$ cat config.mk
export PLATFORM = sky130hd
export DESIGN_NAME = uart_tx_con
export DESIGN_NICKNAME = d
export VERILOG_FILES = /design/src/rtl/uart_con_pkg.sv /design/src/rtl/uart_tx_serializer.sv /design/src/rtl/uart_tx_con.sv
export SDC_FILE = /design/constraint.sdc
export NUM_CORES = 1
export LEC_CHECK = 0
export CAP_MARGIN = 20
export CORE_ASPECT_RATIO = 1.2
export CORE_MARGIN = 5
export CORE_UTILIZATION = 31
export DETAILED_ROUTE_END_ITERATION = 10
export MAX_ROUTING_LAYER = met4
export SYNTH_ARGS = -nofsm -noshare
export SYNTH_HDL_FRONTEND = slang
export SYNTH_SLANG_ARGS = --single-unit
$ cat constraint.sdc
create_clock -name clk -period 2.7 [get_ports clk]
set_input_delay 0.675 -clock clk [delete_from_list [all_inputs] [get_ports clk]]
set_output_delay 0.675 -clock clk [all_outputs]
set_load 0.02 [all_outputs]
$ cat src/rtl/uart_con_pkg.sv
// Shared definitions for the UART TX memory-mapped controller: descriptor
// field positions, controller FSM encoding and the default control address.
package uart_con_pkg;

  localparam int GO_BIT   = 31;
  localparam int BUSY_BIT = 30;
  localparam int DONE_BIT = 29;
  localparam int ADDR_MSB = 25;
  localparam int ADDR_LSB = 16;
  localparam int CNT_MSB  = 11;
  localparam int CNT_LSB  = 0;

  localparam logic [9:0] CTRL_ADDR_DEFAULT = 10'h3FF;

  typedef enum logic [2:0] {
    IDLE,
    POLL_WAIT,
    ACK,
    FETCH,
    FETCH_WAIT,
    SEND,
    STATUS
  } state_t;

  // Builds a descriptor/status word; every bit outside the named fields is 0.
  function automatic logic [31:0] pack_ctrl(input logic go, input logic bsy,
                                            input logic done, input logic [9:0] addr,
                                            input logic [11:0] cnt);
    logic [31:0] w;
    w                   = '0;
    w[GO_BIT]           = go;
    w[BUSY_BIT]         = bsy;
    w[DONE_BIT]         = done;
    w[ADDR_MSB:ADDR_LSB] = addr;
    w[CNT_MSB:CNT_LSB]   = cnt;
    return w;
  endfunction

endpackage

$ cat src/rtl/uart_tx_serializer.sv
// 8N1 UART transmitter. Accepts a byte on valid&&ready; ready also reasserts
// on the final stop-bit cycle so consecutive frames abut with no idle gap.
module uart_tx_serializer #(
  parameter int CLKS_PER_BIT = 868
) (
  input  logic       clk,
  input  logic       nrst,
  input  logic [7:0] data,
  input  logic       valid,
  output logic       ready,
  output logic       tx
);

  localparam int            BW        = (CLKS_PER_BIT > 1) ? $clog2(CLKS_PER_BIT) : 1;
  localparam logic [BW-1:0] BAUD_LAST = BW'(CLKS_PER_BIT - 1);

  logic          active;
  logic [3:0]    bit_idx;   // 0 = start, 1..8 = data, 9 = stop
  logic [BW-1:0] baud_cnt;
  logic [7:0]    shreg;
  logic          bit_end;
  logic          accept;

  assign bit_end = (baud_cnt == BAUD_LAST);
  assign ready   = !active || ((bit_idx == 4'd9) && bit_end);
  assign accept  = valid && ready;

  // Line level is derived from the frame position; idle (and reset) is high.
  always_comb begin
    tx = 1'b1;
    if (active) begin
      if (bit_idx == 4'd0)      tx = 1'b0;
      else if (bit_idx <= 4'd8) tx = shreg[0];
    end
  end

  // Frame position and baud counters.
  always_ff @(posedge clk or negedge nrst) begin
    if (!nrst) begin
      active   <= 1'b0;
      bit_idx  <= '0;
      baud_cnt <= '0;
    end else if (accept) begin
      active   <= 1'b1;
      bit_idx  <= '0;
      baud_cnt <= '0;
    end else if (active) begin
      if (bit_end) begin
        baud_cnt <= '0;
        if (bit_idx == 4'd9) active  <= 1'b0;
        else                 bit_idx <= bit_idx + 4'd1;
      end else begin
        baud_cnt <= baud_cnt + BW'(1);
      end
    end
  end

  // Data shift register: LSB goes out first, shifted at the end of each data bit.
  always_ff @(posedge clk) begin
    if (accept) begin
      shreg <= data;
    end else if (active && bit_end && (bit_idx >= 4'd1) && (bit_idx <= 4'd8)) begin
      shreg <= {1'b0, shreg[7:1]};
    end
  end

endmodule

$ cat src/rtl/uart_tx_con.sv
// UART TX controller on the data-memory controller port. Polls a descriptor
// word, acknowledges it, streams the referenced bytes out of the serialiser
// and writes a DONE status word back to the same location.
import uart_con_pkg::*;

module uart_tx_con #(
  parameter int         CLKS_PER_BIT  = 868,
  parameter logic [9:0] CTRL_ADDR     = CTRL_ADDR_DEFAULT,
  parameter int         POLL_INTERVAL = 16
) (
  input  logic        clk,
  input  logic        nrst,
  output logic [3:0]  con_write,
  output logic [9:0]  con_addr,
  output logic [31:0] con_in,
  input  logic [31:0] con_out,
  output logic        tx,
  output logic        busy
);

  localparam int            PW        = $clog2(POLL_INTERVAL + 1);
  localparam logic [PW-1:0] POLL_LAST = PW'(POLL_INTERVAL);

  state_t        state, next_state;
  logic [PW-1:0] poll_cnt;
  logic [9:0]    orig_addr;
  logic [11:0]   orig_cnt;
  logic [9:0]    word_addr;
  logic [11:0]   remaining;
  logic [1:0]    byte_idx;
  logic [31:0]   wbuf;
  logic          ser_valid;
  logic          ser_ready;

  assign busy = (state != IDLE) && (state != POLL_WAIT);

  // State register.
  always_ff @(posedge clk or negedge nrst) begin
    if (!nrst) state <= IDLE;
    else       state <= next_state;
  end

  // Next state and memory-port / serialiser handshake outputs.
  always_comb begin
    next_state = state;
    con_write  = 4'b0000;
    con_addr   = '0;
    con_in     = '0;
    ser_valid  = 1'b0;
    case (state)
      IDLE: begin
        if (poll_cnt == POLL_LAST) begin
          con_addr   = CTRL_ADDR;
          next_state = POLL_WAIT;
        end
      end
      POLL_WAIT: next_state = con_out[GO_BIT] ? ACK : IDLE;
      ACK: begin
        con_write  = 4'b1111;
        con_addr   = CTRL_ADDR;
        con_in     = pack_ctrl(1'b0, 1'b1, 1'b0, orig_addr, orig_cnt);
        next_state = (orig_cnt == '0) ? STATUS : FETCH;
      end
      FETCH: begin
        con_addr   = word_addr;
        next_state = FETCH_WAIT;
      end
      FETCH_WAIT: next_state = SEND;
      SEND: begin
        ser_valid = 1'b1;
        if (ser_ready) begin
          if (remaining == 12'd1)   next_state = STATUS;
          else if (byte_idx == 2'd3) next_state = FETCH;
        end
      end
      STATUS: begin
        con_write  = 4'b1111;
        con_addr   = CTRL_ADDR;
        con_in     = pack_ctrl(1'b0, 1'b0, 1'b1, orig_addr, orig_cnt);
        next_state = IDLE;
      end
      default: next_state = IDLE;
    endcase
  end

  // Poll timer, descriptor latch and transfer bookkeeping.
  always_ff @(posedge clk or negedge nrst) begin
    if (!nrst) begin
      poll_cnt  <= '0;
      orig_addr <= '0;
      orig_cnt  <= '0;
      word_addr <= '0;
      remaining <= '0;
      byte_idx  <= '0;
    end else begin
      case (state)
        IDLE: poll_cnt <= (poll_cnt == POLL_LAST) ? '0 : poll_cnt + PW'(1);
        POLL_WAIT: begin
          if (con_out[GO_BIT]) begin
            orig_addr <= con_out[ADDR_MSB:ADDR_LSB];
            orig_cnt  <= con_out[CNT_MSB:CNT_LSB];
            word_addr <= con_out[ADDR_MSB:ADDR_LSB];
            remaining <= con_out[CNT_MSB:CNT_LSB];
          end
        end
        FETCH_WAIT: byte_idx <= '0;
        SEND: begin
          if (ser_ready) begin
            remaining <= remaining - 12'd1;
            byte_idx  <= byte_idx + 2'd1;
            // 10-bit address wraps 3FF -> 000 naturally.
            if (byte_idx == 2'd3) word_addr <= word_addr + 10'd1;
          end
        end
        default: ;
      endcase
    end
  end

  // Word buffer: loaded on fetch, shifted so the next byte is always in [7:0].
  always_ff @(posedge clk) begin
    if (state == FETCH_WAIT)            wbuf <= con_out;
    else if (ser_valid && ser_ready)    wbuf <= {8'h00, wbuf[31:8]};
  end

  uart_tx_serializer #(
    .CLKS_PER_BIT(CLKS_PER_BIT)
  ) u_ser (
    .clk  (clk),
    .nrst (nrst),
    .data (wbuf[7:0]),
    .valid(ser_valid),
    .ready(ser_ready),
    .tx   (tx)
  );

endmodule

==> metrics.yaml <==
global_routing:
  grt_usage_pct: 15.2
  grt_pass1_wl_mm: 24.5
  grt_pass1_vias: 4536
  grt_max_degree: 42
  antenna_found_initial: 0
  overflow: 0
clock_tree:
  postCtsSetupRepairBufs: 0
  cts_num_sinks: 109
  numCtsBuffers: 9
  cts_tree: "yes"
  cts_root_buf: "clkbuf_16"
  cts_max_path_buffers: 2
  clk_pin_slew_worst_paths_ns: 0.07
  cts_max_level: 3
  clock_latency_ns: 0.35
detailed_routing:
  wl_per_cell_um: 16.3
  wl_mm: 15.1
  drt_iter0_markers: 352
  vias_per_cell: 5.01
  drt.antenna.violating_nets: 0
  drcViolationCount: 0
  num_vias: 4641
  first_pass_iters: 4
final_layout:
  finalNetCount: 743
  areaGrowthSynthToFinish_pct: 25.2
  drive_above_1_share_pct: 11.8
  fin_area_mm2: 0.00711
  nFillCells: 1815
  seq_area_mm2: 0.00293
  antenna_cells: 0
  multi_input_area_mm2: 0.00255
setup_path:
  path_max_fanout: 28
  crit_type: "flip-flop to output pin"
  critPathRequiredTime_ns: 2.03
  start_kind: "flip-flop"
  cp_num_buf_inv: 2
  critPathMaxStageDelay_ns: 0.60
  critPathTopFamily: "buffers and inverters"
  cp_cell_sequence: "nor2b_2, buf_12, and2_1, clkdlybuf4s50_1"
  crit_slowest_cell: "clkdlybuf4s50_1"
  cp.arrival_ns: 1.97
  cp-end-kind: "output pin"
power_and_ir_drop:
  p_leak_uw: 0.00338
  p_switching_uw: 2870
  irDropWorstVdd_uv: 452
  power_frac_seq_pct: 40.6
  comb_power_share_pct: 40.9
  swShare_pct: 39.3
  total_power_uw: 7310
  power.density_mw_per_mm2: 1030
  clkPwrFrac_pct: 18.5
  internal_power_uw: 4440
yosys:
  ys.flop_type: "dfrtp_1"
  synth-edff-count: 40
  synth_top_area_share_pct: 30.4
  ys_top_cells_by_area: "dfrtp_1 30%, edfxtp_1 21%, nand2_1 12%, and2_1 3.1%, ha_1 2.4%"
  syn_avg_cell_area_um2: 9.21
  yosysMostFrequentCell: "nand2_1"
  ys_top_cells_by_count: "183 x nand2_1, 69 x dfrtp_1, 40 x edfxtp_1"
  yosysTopAreaCell: "dfrtp_1"
  synth_cell_types: 68
  ys_warn_count: 0
  async_flop_share_pct: 63.3
  synthCells: 616
  syn_area_mm2: 0.00568
  ys_seq_elements: 109
  yosysSeqAreaShare_pct: 51.6
floorplan:
  die_area_mm2: 0.0211
  io_pins: 82
  num_rows: 54
  die_w_um: 134
  coreArea_mm2: 0.0181
  start_util_pct: 31.3
  fp.dieH_um: 158
timing:
  clock.fmax_ghz: 0.378
  final-max-slew-violation-count: 0
  worstMarginPinSlew_ns: 0.668
  worst_clock_skew_ns: 0.00703
  slew_headroom_pct: 55.0
  min_period_over_period_pct: 98.0
  min_period_ns: 2.65
  finalSetupTns_ns: 0
  hold_violations: 0
  finalSetupViolCount: 0
  rsz0062_at_grt: "true"
place:
  dpl_cell_area_mm2: 0.00680
  place_hpwl_mm: 11.0
  portBuffers: 73
  gp_congestion: 0.857
run_status:
  status: "finished, final reports clean"
worst_hold_path:
  min_path_type: "input port to async pin"
run:
  maxCapViolCount: 0
cells by family (layout without fill, tap and decap cells):
kind of cell,after synthesis,in the layout,synth area share [%]
adders and majority gates,11,11,2.43
muxes,3,3,0.573
DFF,109,109,51.6
and+or+nand+nor,324,324,26.7
xor gates and xnor gates,9,9,1.39
buffers and inverters,55,135,4.50
other,1,8,0.0661
AOI/OAI and AO/OA,104,104,12.8
registers in the layout (all words and copies together) (netlist names):
signal,cells
u_ser.bit_idx,4
u_ser.shreg,8
word_addr,10
remaining,12
u_ser.active,1
poll_cnt,5
byte_idx,2
orig_addr,10
wbuf,32
orig_cnt,12
u_ser.baud_cnt,10
state,3
repair_timing:
action,in CTS,in global routing
hold buffers,0,0
endpoints found under the setup margin,20,23
pin swaps,0,3
resized for setup,45,18
path summary, 6_finish.rpt:
path / cells past startpoint / to / from / slack (ns)
max in group asynchronous: 2 / state[0]$_DFFE_PN0P_ / nrst / 1.84
max reg2reg: 6 / u_ser.shreg[0]$_DFFE_PP_ / u_ser.baud_cnt[0]$_DFFE_PN0P_ / 0.30
min reg2reg: 2 / orig_addr[6]$_DFFE_PN0P_ / orig_addr[6]$_DFFE_PN0P_ / 0.48
min: 2 / u_ser.baud_cnt[7]$_DFFE_PN0P_ / nrst / 0.36
min in group clk: 2 / orig_addr[6]$_DFFE_PN0P_ / orig_addr[6]$_DFFE_PN0P_ / 0.48
max: 4 / con_in[2] / state[0]$_DFFE_PN0P_ / 0.05
layout by cell type, fill, tap and decap left out, types with 13 or more instances in the layout:
| cell | n |
|---|---|
| and2_1 | 28 |
| and3_1 | 15 |
| inv_1 | 14 |
| dfrtp_1 | 67 |
| dlymetal6s2s_1 | 13 |
| nand2_1 | 182 |
| nand3_1 | 19 |
| buf_4 | 31 |
| o21ai_0 | 17 |
| clkdlybuf4s50_1 | 48 |
| nor2_1 | 30 |
| a21oi_1 | 19 |
| edfxtp_1 | 40 |
layout make-up:
| type | count | share of cell area, % |
|---|---|---|
| Sequential cell | 109 | 41.2 |
| Clock inverter | 5 | 0.916 |
| Multi-Input combinational cell | 459 | 36.0 |
| Clock buffer | 11 | 3.28 |
| Timing Repair Buffer | 105 | 13.9 |
| Inverter | 14 | 0.740 |
| Tap cell | 224 | 3.94 |
stage by stage:
| stage | utilization (%) | instances | setup slack [ns] | hold slack (ns) |
|---|---|---|---|---|
| 6_report | 39.2 | 927 | 0.0548 | 0.356 |
| 5_1_grt | 39.2 | 927 | -0.00578 | 0.403 |
| 2_1_floorplan | - | 623 | 0.117 | 0.379 |
| 4_1_cts | 39.0 | 927 | 0.0110 | 0.380 |
| 3_3_place_gp | 37.5 | 911 | -0.0727 | 0.453 |
| 3_5_place_dp | 37.5 | 911 | -0.0957 | 0.459 |
power by group through the flow:
stage | sequential [µW] | combinational (µW) | clock [µW]
floorplan | 2780 | 2040 | 0
global placement | 2970 | 3040 | 0
detailed placement | 2980 | 3080 | 0
CTS | 2960 | 3020 | 1380
global route | 3050 | 3360 | 1430
finish | 2960 | 2990 | 1350
routing by layer:
layer  up-vias  part of all wire (%)  global-route usage (%)
met4         0                   2.2                    5.93
met3        21                   3.5                    1.75
li1       2284                     -                       -
met5         -                     0                       -
met1      2219                    47                    19.6
met2       117                    47                    24.5
Power figures use the tool's default switching activity.
